$ cat src/rtl/gf_mul_lanes_pkg.sv
// Shared types and helpers for the multi-lane GF(2^8) multiplier.
// Byte fields are ascending [0:7] with index 0 as the MSB, matching the cipher datapath.
package gf_mul_lanes_pkg;

    localparam logic [7:0] AES_POLY = 8'h1b;

    typedef enum logic [1:0] {
        IDLE = 2'b00,
        RUN  = 2'b01,
        DONE = 2'b10
    } state_e;

    typedef logic [0:7] gf_t;

    // Bit n set means n bits per cycle is a supported setting.
    localparam logic [8:0] BPC_LEGAL_SET = 9'b1_0001_0110;

    function automatic bit bpc_legal(input int bpc);
        if (bpc < 1 || bpc > 8)
            return 1'b0;
        return BPC_LEGAL_SET[bpc[3:0]];
    endfunction

    function automatic gf_t xtime(input gf_t x, input logic [7:0] poly);
        return {x[1:7], 1'b0} ^ (x[0] ? poly : 8'h00);
    endfunction

endpackage

$ cat src/rtl/gf_mul_lanes_step.sv
// One Horner step for a single lane: folds BPC multiplier bits (MSB first) into acc.
// Purely combinational so it can be checked on its own.
module gf_horner_step
    import gf_mul_lanes_pkg::*;
#(
    parameter int         BPC  = 1,
    parameter logic [7:0] POLY = AES_POLY
) (
    input  gf_t              acc,
    input  gf_t              a,
    input  logic [0:BPC-1]   bits,
    output gf_t              acc_next
);

    always_comb begin
        gf_t x;
        x = acc;
        for (int i = 0; i < BPC; i++)
            x = xtime(x, POLY) ^ (bits[i] ? a : 8'h00);
        acc_next = x;
    end

endmodule

$ cat src/rtl/gf_mul_lanes.sv
// Multi-lane GF(2^8) multiplier with valid/ready on both sides.
// Each lane runs an independent Horner chain; one operation occupies the block for 8/BPC cycles.
module gf_mul_lanes
    import gf_mul_lanes_pkg::*;
#(
    parameter int         LANES = 4,
    parameter logic [7:0] POLY  = AES_POLY,
    parameter int         BPC   = 1
) (
    input  logic               clk,
    input  logic               rst,
    input  logic               in_valid,
    output logic               in_ready,
    input  logic [0:8*LANES-1] a_i,
    input  logic [0:8*LANES-1] b_i,
    output logic               out_valid,
    input  logic               out_ready,
    output logic [0:8*LANES-1] p_o
);

    localparam int STEPS = 8 / BPC;
    localparam int SW    = (STEPS > 1) ? $clog2(STEPS) : 1;
    localparam logic [SW-1:0] LAST = SW'(STEPS - 1);

    if (!bpc_legal(BPC)) begin : g_bpc_check
        $error("gf_mul_lanes: BPC must be 1, 2, 4 or 8");
    end

    state_e state, state_nxt;
    logic [SW-1:0] step;

    gf_t [0:LANES-1] a_q;
    gf_t [0:LANES-1] b_q;
    gf_t [0:LANES-1] acc_q;
    gf_t [0:LANES-1] acc_nxt;

    // b_q is shifted toward index 0 each cycle, so the next bits are always at [0:BPC-1].
    for (genvar k = 0; k < LANES; k++) begin : g_lane
        gf_horner_step #(
            .BPC  (BPC),
            .POLY (POLY)
        ) u_step (
            .acc      (acc_q[k]),
            .a        (a_q[k]),
            .bits     (b_q[k][0:BPC-1]),
            .acc_next (acc_nxt[k])
        );
    end

    always_comb begin
        state_nxt = state;
        case (state)
            IDLE:    if (in_valid)     state_nxt = RUN;
            RUN:     if (step == LAST) state_nxt = DONE;
            DONE:    if (out_ready)    state_nxt = IDLE;
            default: state_nxt = IDLE;
        endcase
    end

    assign in_ready  = (state == IDLE);
    assign out_valid = (state == DONE);

    always_ff @(posedge clk) begin
        if (rst) begin
            state <= IDLE;
            step  <= '0;
            a_q   <= '0;
            b_q   <= '0;
            acc_q <= '0;
            p_o   <= '0;
        end else begin
            state <= state_nxt;
            case (state)
                IDLE: begin
                    if (in_valid) begin
                        a_q   <= a_i;
                        b_q   <= b_i;
                        acc_q <= '0;
                        step  <= '0;
                    end
                end
                RUN: begin
                    acc_q <= acc_nxt;
                    step  <= step + 1'b1;
                    for (int k = 0; k < LANES; k++)
                        b_q[k] <= b_q[k] << BPC;
                    if (step == LAST)
                        p_o <= acc_nxt;
                end
                default: ;
            endcase
        end
    end

endmodule

$ cat config.mk
export PLATFORM = sky130hd
export DESIGN_NAME = gf_mul_lanes
export DESIGN_NICKNAME = d
export VERILOG_FILES = /design/src/rtl/gf_mul_lanes_pkg.sv /design/src/rtl/gf_mul_lanes_step.sv /design/src/rtl/gf_mul_lanes.sv
export SDC_FILE = /design/constraint.sdc
export NUM_CORES = 1
export LEC_CHECK = 0
export BUFFER_PORTS_ARGS = -buffer_cell sky130_fd_sc_hd__buf_4
export CAP_MARGIN = 20
export CORE_ASPECT_RATIO = 1.75
export CORE_MARGIN = 2
export CORE_UTILIZATION = 35
export CTS_BUF_LIST = sky130_fd_sc_hd__clkbuf_16
export DETAILED_ROUTE_END_ITERATION = 7
export GPL_ROUTABILITY_DRIVEN = 0
export SYNTH_ARGS = -nofsm -noshare
export SYNTH_HDL_FRONTEND = slang
export SYNTH_SLANG_ARGS = --single-unit
$ cat constraint.sdc
create_clock -name clk -period 2.7 [get_ports clk]
set_input_delay 0.27 -clock clk [delete_from_list [all_inputs] [get_ports clk]]
set_output_delay 0.27 -clock clk [all_outputs]
set_load 0.05 [all_outputs]
==> results of run 1 <==
==> kinds of logic after synthesis <==
logic type / count (synthesis)
simple gates: 271
compound gates: 154
fa+ha+maj: 2
xor+xnor: 24
mux: 29
buf+inv: 56
flops: 133
==> cell type report <==
class / count / share of cell area, %
timing repair buffer: 108 / 11.7
clock buffer: 17 / 5.77
sequential: 133 / 36.1
tap: 224 / 3.80
multi-input combinational: 480 / 39.6
clock inverter: 14 / 3.02
inverter: 1 / 0.0509
==> power groups by stage <==
stage / clock network (mW) / registers (mW) / logic, mW
5_1_grt: 2.68 / 2.14 / 0.439
4_1_cts: 2.60 / 2.13 / 0.399
2_1_floorplan: 0 / 2.12 / 0.297
3_5_place_dp: 0 / 2.17 / 0.398
6_report: 2.56 / 2.13 / 0.393
3_3_place_gp: 0 / 2.16 / 0.386
==> metrics by stage <==
step | power [mW] | util, %
after global placement | 2.55 | 40.9
final | 5.08 | 44.9
after global routing | 5.26 | 44.9
after detailed placement | 2.57 | 40.9
after floorplan | 2.42 | -
after CTS | 5.12 | 44.9
==> routing by layer <==
layer | share of wire, % | global-route usage [%] | vias up
li1 | - | - | 2478
met1 | 42 | 19.8 | 2353
met2 | 53 | 29.2 | 89
met3 | 4.0 | 4.14 | 14
met4 | 1.6 | 5.39 | 0
met5 | 0 | 0 | -
==> path summary, 6_finish.rpt <==
path	endpoint	slack, ns	cells after the start
max reg2reg	acc_q[20]	0.64	4
max	acc_q[20]	0.64	4
min reg2reg	acc_q[6]	0.46	2
min	a_q[9]	0.10	3
==> flip-flops by register name, summed over array words and instances, names as in the netlist <==
| signal | cells |
|---|---|
| a_q | 32 |
| acc_q | 32 |
| b_q | 32 |
| p_o | 32 |
| state | 2 |
| step | 3 |
==> cells in the final DEF, fill, tap and decap left out, drive strengths merged <==
master	instances
a21oi	55
dfxtp	133
nand3b	12
nand2b	14
and3b	21
clkbuf	17
nand2	110
a211oi	28
or3b	1
bufinv	5
ha	2
nor2b	2
nand4	12
and2b	1
nand3	2
o21ba	1
inv	5
clkinvlp	1
xnor2	24
a31oi	12
o22ai	12
o21bai	1
a21boi	20
a22oi	4
mux2i	29
nor3	20
o21ai	21
buf	108
nor2	55
nor3b	21
clkinv	4
==> critical path: cells and delay by family, from the launching register on <==
kind,cells,cell delay (ns)
AND/OR/NAND/NOR,1,0.12
flip-flops,1,0.50
AO/OA/AOI/OAI,2,1.01
buffers and inverters,1,0.31
==> results.md, run 1 <==
* Status: completed
* Initial Utilization at 35.9%
* Vias/cell at 5.05
* Remaining global-route overflow at 0
* Worst path arrival time at 2.38 ns
* Synth top area share at 45.1%
* Number of routed nets with antenna violations at 0
* Worst Tran Pin Value at 0.965 ns
* Worst Skew at 0.0121 ns
* Cell area after layout at 0.00738 mm^2
* FF/Latch Area at 0.00266 mm^2
* Switching pwr at 1.20 mW
* Synth async-reset ratio at 0%
* CTS Buf Count at 17
* Hold crit path type: input pin to register
* DR vias at 4,934
* Synth area leaders: dfxtp_1, nand2_1, mux2i_1, a21oi_1, a211oi_1
* Hold path startpoint: a_i[22]
* DRC errors left at 0
* VDD IR max at 0.000405 V
* Post-synth cell types at 34
* Clock tree root driver cell: clkbuf_16
* P_leak at 2.79 nW
* Die area at 0.0180 mm^2
* Synthesized net count at 739
* Synthesized area at 0.00590 mm^2
* DRT Wirelength at 14,600 um
* Post-CTS sizing at 0
* CP max FO at 37
* Drt wl/cell at 14.9 um
* I/O Buffers at 101
* Crit Path Class: register to register
* Clk buf depth at 2
* Postcts setup bufs at 0
* Combinational fraction of design power at 7.8%
* H-tree depth at 4
* Period minus WS final at 2.06 ns
* Number of synthesized flops with an enable pin at 0
* RSZ-0062 raised after global routing: false
* Post-synthesis xor/xnor area fraction at 3.56%
* Setup-failing EPs final at 0
* Launching point of the worst reg2reg path: state[0]
* Cell with the most instances after synthesis: dfxtp_1
* Die height at 176 um
* Gate Count Post-Synth at 669
* Yosys top cell by area: dfxtp_1
* Critical Path End Type: register
* Number of antenna violations at the first check in global routing at 0
* Power Dens Cells at 688 mW/mm^2
* Nets@finish at 811
* DPL Wire Length at 9600 um
* Skew-Pair Late Insertion Delay at 0.41 ns
* Startpoint Class: register
* Multi-input logic area at 0.00292 mm^2
* Fin crit share at 76.2%
* Largest family of logic cells by synthesized area: simple AND/OR/NAND/NOR gates
* CTS tree: done
* I/O Pins at 102
* Core area at 0.0164 mm^2
* 1st-pass router iterations at 6
* Synth Area in Compound Gates at 16.1%
* Yosys reg bits at 133
* Max-slew violations at 0
* Post-synth top cells: dfxtp_1, nand2_1, a21oi_1, nor2_1, mux2i_1
* Internal power at 3.87 mW
* Mux contribution to synthesized area at 4.92%
* Fraction of layout cells with a size suffix above 1 at 21.2%
* Worst Path Required at 3.02 ns
* Simple-gate share of the synthesized area at 24.5%
* Warning count from the yosys run at 0
* Place WS at 0.610 ns
* CP peak stage delay at 0.79 ns
* Register area share after synthesis at 45.1%
* Sequential Power Share at 41.9%
* Setup TNS at 0 ns
* Sw frac at 23.7%
* Antenna cell count at 0
* Slowest CP cell: o21bai_4
* Synth Area in Adders at 0.424%
* Initial DRC count at 193
* Clk network pwr share at 50.4%
* Largest net degree at the start of global routing at 134
* # fillers at 1,636
* Relative slew slack at 35.5%
* Critical-path cell list: buf_4 > o21bai_4 > nand2_1 > a31oi_1
* Crit path from: state[0]
* Worst-path clk slew at 0.06 ns
* Post-Layout Cell Count at 977
* Worst setup margin at 0.642 ns
* Max Freq at 486 MHz
* Synth-to-layout area growth at 24.9%
* Hold buffers post-CTS at 0
* First-pass GRT wire length at 23,900 um
* Worst Hold Slack at 0.102 ns
* Die width at 102 um
* Final hold violations at 0
* DP Area at 0.00673 mm^2
* Synth Flop Type: dfxtp_1
* # clock sinks at 133
* Syn avg cell area at 8.83 um^2
* Max-Cap Viols at 0
* Placed cell count at 946
* Row count at 62
* Vias in the first global route at 4,790
* GRT Resource Usage Total at 16.7%
No activity file was read; power rests on OpenSTA's default activity.
==> run 2, diff against run 1 <==
==> constraint.sdc (replaced) <==
create_clock -name clk -period 1.9 [get_ports clk]
set_input_delay 0.19 -clock clk [delete_from_list [all_inputs] [get_ports clk]]
set_output_delay 0.19 -clock clk [all_outputs]
set_load 0.05 [all_outputs]
==> run 2 against run 1 <==
  * First-iteration DRC count decreased by 1.0%
  * Hold slack got worse by 0.083 ns
  * Die area unchanged
  * Sequential power increased by 41%
  * Via count decreased by 0.26%
==> results.md, run 2 (same netlist as run 1, synthesis figures left out) <==
* # fillers at 1,625 (-0.67%)
* Fraction of layout cells with a size suffix above 1 at 22.6% (+1.3 points)
* Critical Path End Type: output port
* DRT Wirelength at 14,600 um (about the same)
* Vias/cell at 4.97 (-1.6%)
* Initial Utilization at 35.9% (unchanged)
* DPL Wire Length at 10,200 um (+5.9%)
* Worst Hold Slack at 0.0196 ns (-0.0827 ns)
* CTS tree: done
* Met3 wire length at 535 um (-7.6%)
* Postcts setup bufs at 0 (unchanged)
* Switching pwr at 1.79 mW (+49%)
* Power Dens Cells at 908 mW/mm^2 (+32%)
* Multi-input logic area at 0.00292 mm^2 (unchanged)
* Nets@finish at 823 (+1.5%)
* Final hold violations at 0 (unchanged)
* Drt wl/cell at 14.7 um (-1.3%)
* Setup TNS at 0 ns (unchanged)
* Initial DRC count at 191 (-1.0%)
* Max Freq at 606 MHz
* Core area at 0.0164 mm^2 (unchanged)
* Die height at 176 um (unchanged)
* Antenna cell count at 0 (unchanged)
* CTS Buf Count at 17 (unchanged)
* Post-CTS sizing at 0 (unchanged)
* Clk network pwr share at 46.2% (-4.2 points)
* I/O Buffers at 101 (unchanged)
* # clock sinks at 133 (unchanged)
* VDD IR max at 0.000632 V (+56%)
* Internal power at 4.90 mW (+27%)
* Die width at 102 um (unchanged)
* H-tree depth at 4 (unchanged)
* Largest net degree at the start of global routing at 59 (-56%)
* Worst path arrival time at 1.46 ns (-0.92 ns)
* Startpoint Class: register
* Synth-to-layout area growth at 24.8%
* Remaining global-route overflow at 0 (unchanged)
* CP max FO at 16 (-57%)
* DRC errors left at 0 (unchanged)
* Sequential Power Share at 45.0% (+3.1 points)
* Crit Path Class: register to output port
* Most frequent cells in the layout: dfxtp_1, buf_4, nand2_1, nor2_1, a21oi_1
* Uppermost layer routed: met4
* Skew-Pair Late Insertion Delay at 0.41 ns (about the same)
* Hold buffers post-CTS at 0 (unchanged)
* RSZ-0062 raised after global routing: false
* First-pass GRT wire length at 23,800 um (-0.40%)
* Metal2 WL at 7910 um (+2.6%)
* Period minus WS final at 1.65 ns
* P_leak at 2.80 nW (+0.45%)
* GRT Resource Usage Total at 16.7% (-0.077 points)
* Vias in the first global route at 4,944 (+3.2%)
* Worst Tran Pin Value at 0.569 ns (-0.396 ns)
* Relative slew slack at 62.0% (+26 points)
* Die area at 0.0180 mm^2 (unchanged)
* 1st-pass router iterations at 4 (-2)
* Row count at 62 (unchanged)
* Clock tree root driver cell: clkbuf_16
* FF/Latch Area at 0.00266 mm^2 (unchanged)
* Status: completed
* Clk buf depth at 2 (unchanged)
* Number of antenna violations at the first check in global routing at 0 (unchanged)
* Met1 Wirelength at 5820 um (-4.1%)
* Combinational fraction of design power at 8.8% (+1.0 points)
* Launching point of the worst reg2reg path: step[0]
* Worst Skew at 0.0119 ns (-0.000167 ns)
* Max-Cap Viols at 0 (unchanged)
* Crit path from: state[0]
* Number of routed nets with antenna violations at 0 (unchanged)
* Max-slew violations at 0 (unchanged)
* Fin crit share at 86.9%
* Worst-path clk slew at 0.07 ns (about the same)
* DR vias at 4,921 (-0.26%)
* Commonest non-fill, non-tap cell in the layout: dfxtp_1
* Worst Path Required at 1.71 ns (-1.31 ns)
* Hold path startpoint: a_i[22]
* Setup-failing EPs final at 0 (unchanged)
* Hold crit path type: input pin to register
* Sw frac at 26.7% (+3.0 points)
* I/O Pins at 102 (unchanged)
run 2: power by group through the flow:
stage               clock network [mW]  logic (mW)  registers (mW)
floorplan                            0       0.422            3.02
global placement                     0       0.580            3.06
detailed placement                   0       0.596            3.07
CTS                               3.17       0.599            3.01
global route                      3.28       0.654            3.03
finish                            3.09       0.589            3.01
run 2: worst paths after layout:
kind | slack [ns] | end | depth (start not counted)
min reg2reg | 0.46 | acc_q[21] | 2
min | 0.02 | a_q[9] | 3
max | 0.25 | in_ready | 3
max reg2reg | 0.32 | p_o[23] | 6
run 2: per-stage QoR:
| stage | instance area [um^2] | setup slack (ns) | cells | utilization, % | power [mW] |
|---|---|---|---|---|---|
| finish | 7370 | 0.249 | 990 | 44.8 | 6.69 |
| global route | 7370 | 0.169 | 990 | 44.8 | 6.96 |
| CTS | 7370 | 0.216 | 990 | 44.8 | 6.78 |
| detailed placement | 6810 | 0.323 | 958 | 41.4 | 3.67 |
| global placement | 6810 | 0.387 | 958 | 41.4 | 3.64 |
| floorplan | 5900 | 0.227 | 669 | - | 3.44 |
run 2: routing by layer:
| layer | global-route usage (%) | up-vias |
|---|---|---|
| met1 | 19.1 | 2299 |
| met2 | 29.5 | 97 |
| met4 | 6.61 | 0 |
| li1 | - | 2504 |
| met3 | 3.58 | 21 |
| met5 | 0 | - |
run 2: cell type report:
type                            count  area share, %
Inverter                            1         0.0510
Clock inverter                     15           1.83
Clock buffer                       17           5.77
Sequential cell                   133           36.2
Tap cell                          224           3.80
Multi-Input combinational cell    480           39.6
Timing Repair Buffer              120           12.7
run 2: critical path, cell delays in order, from the launching register on:
cell and delay, ns:
dfxtp_2 0.45, buf_4 0.32, nor2_1 0.07, buf_4 0.20
==> run 3, diff against run 2 <==
--- a/config.mk
+++ b/config.mk
@@ -13,6 +13,7 @@
 export CTS_BUF_LIST = sky130_fd_sc_hd__clkbuf_16
 export DETAILED_ROUTE_END_ITERATION = 7
 export GPL_ROUTABILITY_DRIVEN = 0
+export RECOVER_POWER = 50
 export SYNTH_ARGS = -nofsm -noshare
 export SYNTH_HDL_FRONTEND = slang
 export SYNTH_SLANG_ARGS = --single-unit
==> run 3 against run 2 <==
  * Clock power hardly changed
  * Routed wire length is 0.47% higher
  * Cell area is 2.1% lower
  * Largest cell class unchanged
  * Critical endpoint unchanged
==> results.md, run 3 (same netlist as run 1, synthesis figures left out) <==
* Status: completed
* Vias/cell at 5.00 (+0.61%)
* Antenna cell count at 0 (unchanged)
* Worst Path Required at 1.71 ns (about the same)
* Row count at 62 (unchanged)
* Fraction of layout cells with a size suffix above 1 at 17.8% (-4.8 points)
* # clock sinks at 133 (unchanged)
* Crit Path Class: register to output port
* RSZ-0062 raised after global routing: false
* Initial DRC count at 192 (+0.52%)
* Max Freq at 588 MHz (-2.9%)
* DRT Wirelength at 14,700 um (+0.47%)
* Clk buf depth at 2 (unchanged)
* 1st-pass router iterations at 4 (unchanged)
* VDD IR max at 0.000638 V (+0.83%)
* Hold crit path type: input pin to register
* Vias in the first global route at 4,944 (unchanged)
* CP max FO at 16 (unchanged)
* Final hold violations at 0 (unchanged)
* Commonest non-fill, non-tap cell in the layout: dfxtp_1
* Multi-input logic area at 0.00290 mm^2 (-0.77%)
* Setup TNS at 0 ns (unchanged)
* Buffer and inverter count on the worst path at 2 (unchanged)
* Max-slew violations at 0 (unchanged)
* Worst Skew at 0.0103 ns (-0.00163 ns)
* H-tree depth at 4 (unchanged)
* DRC errors left at 0 (unchanged)
* Critical-path cell list: buf_4 > nor2_1 > buf_4
* Synth-to-layout area growth at 22.2%
* P_leak at 2.65 nW (-5.3%)
* Relative slew slack at 59.4% (-2.6 points)
* Die area at 0.0180 mm^2 (unchanged)
* Slowest CP cell: dfxtp_1
* Startpoint Class: register
* Sequential Power Share at 45.0% (about the same)
* Hold buffers post-CTS at 0 (unchanged)
* I/O Buffers at 101 (unchanged)
* FF/Latch Area at 0.00266 mm^2 (about the same)
* Nets@finish at 823 (unchanged)
* GRT Resource Usage Total at 16.7% (unchanged)
* Postcts setup bufs at 0 (unchanged)
* Largest net degree at the start of global routing at 59 (unchanged)
* Switching pwr at 1.79 mW (+0.25%)
* Sw frac at 26.8% (+0.079 points)
* Most frequent cells in the layout: dfxtp_1, nand2_1, buf_4, nor2_1, a21oi_1
* CP most frequent cell: buf_4
* Initial Utilization at 35.9% (unchanged)
* First-pass GRT wire length at 23,800 um (unchanged)
* Die width at 102 um (unchanged)
* CTS tree: done
* CP peak stage delay at 0.48 ns (+0.03 ns)
* Clock tree root driver cell: clkbuf_16
* Internal power at 4.89 mW (-0.15%)
* Clk network pwr share at 46.3% (about the same)
* DP Area at 0.00681 mm^2 (unchanged)
* Worst path arrival time at 1.51 ns (+0.05 ns)
* Remaining global-route overflow at 0 (unchanged)
* Post-CTS sizing at 0 (unchanged)
* Worst-path clk slew at 0.07 ns (about the same)
* I/O Pins at 102 (unchanged)
* Number of antenna violations at the first check in global routing at 0 (unchanged)
* Max-Cap Viols at 0 (unchanged)
* Setup-failing EPs final at 0 (unchanged)
* Number of routed nets with antenna violations at 0 (unchanged)
* Final core utilization at 43.9% (-0.93 points)
* Worst Tran Pin Value at 0.612 ns (+0.0427 ns)
* Cell area after layout at 0.00721 mm^2 (-2.1%)
* Power Dens Cells at 927 mW/mm^2 (+2.1%)
* Period minus WS final at 1.70 ns (+0.0500 ns)
* Fin crit share at 89.5% (+2.6 points)
* DR vias at 4,951 (+0.61%)
* # fillers at 1,649 (+1.5%)
* Core area at 0.0164 mm^2 (unchanged)
* Skew-Pair Late Insertion Delay at 0.41 ns (about the same)
* Drt wl/cell at 14.8 um (+0.47%)
* Top delay family on crit path: buffers and inverters
* Die height at 176 um (unchanged)
* CTS Buf Count at 17 (unchanged)
* Critical Path End Type: output port
* Combinational fraction of design power at 8.7% (about the same)
* DPL Wire Length at 10,200 um (unchanged)
## run 3: power by group through the flow
stage / Sequential, mW / Clock (mW) / Combinational [mW]
after floorplan: 3.02 / 0 / 0.422
after global placement: 3.06 / 0 / 0.580
after detailed placement: 3.07 / 0 / 0.596
after CTS: 3.01 / 3.17 / 0.599
after global routing: 3.03 / 3.28 / 0.646
final: 3.01 / 3.10 / 0.582
## run 3: worst paths after layout
kind	start	to	slack [ns]	depth (start not counted)
setup / recovery	state[0]	in_ready	0.20	3
hold / removal	a_i[22]	a_q[9]	0.02	3
setup reg to reg	state[1]	a_q[16]	0.31	4
hold reg to reg	acc_q[21]	acc_q[21]	0.46	2
## run 3: cell type report
cell class                      count  share of cell area, %
Clock buffer                       17                   5.90
Multi-Input combinational cell    480                   40.2
Clock inverter                     15                   1.87
Inverter                            1                 0.0520
Tap cell                          224                   3.88
Timing Repair Buffer              120                   11.2
Sequential cell                   133                   36.9
## run 3: per-stage QoR
step           power (mW)  setup WS [ns]  hold slack [ns]  instances
5_1_grt              6.95          0.114          0.00897        990
2_1_floorplan        3.44          0.227            0.326        669
4_1_cts              6.78          0.216          0.00814        990
3_5_place_dp         3.67          0.323            0.449        958
3_3_place_gp         3.64          0.387            0.439        958
6_report             6.68          0.199           0.0178        990
## run 3: layer usage
layer,part of all wire (%),track usage [%]
met1,40,19.1
met2,53,29.5
met3,4.6,3.58
met4,2.6,6.61
met5,0,0
## run 3: worst min-delay path, cell delays in order
cell and delay, ns:
buf_4 0.10, nand2_1 0.04, a21oi_1 0.05
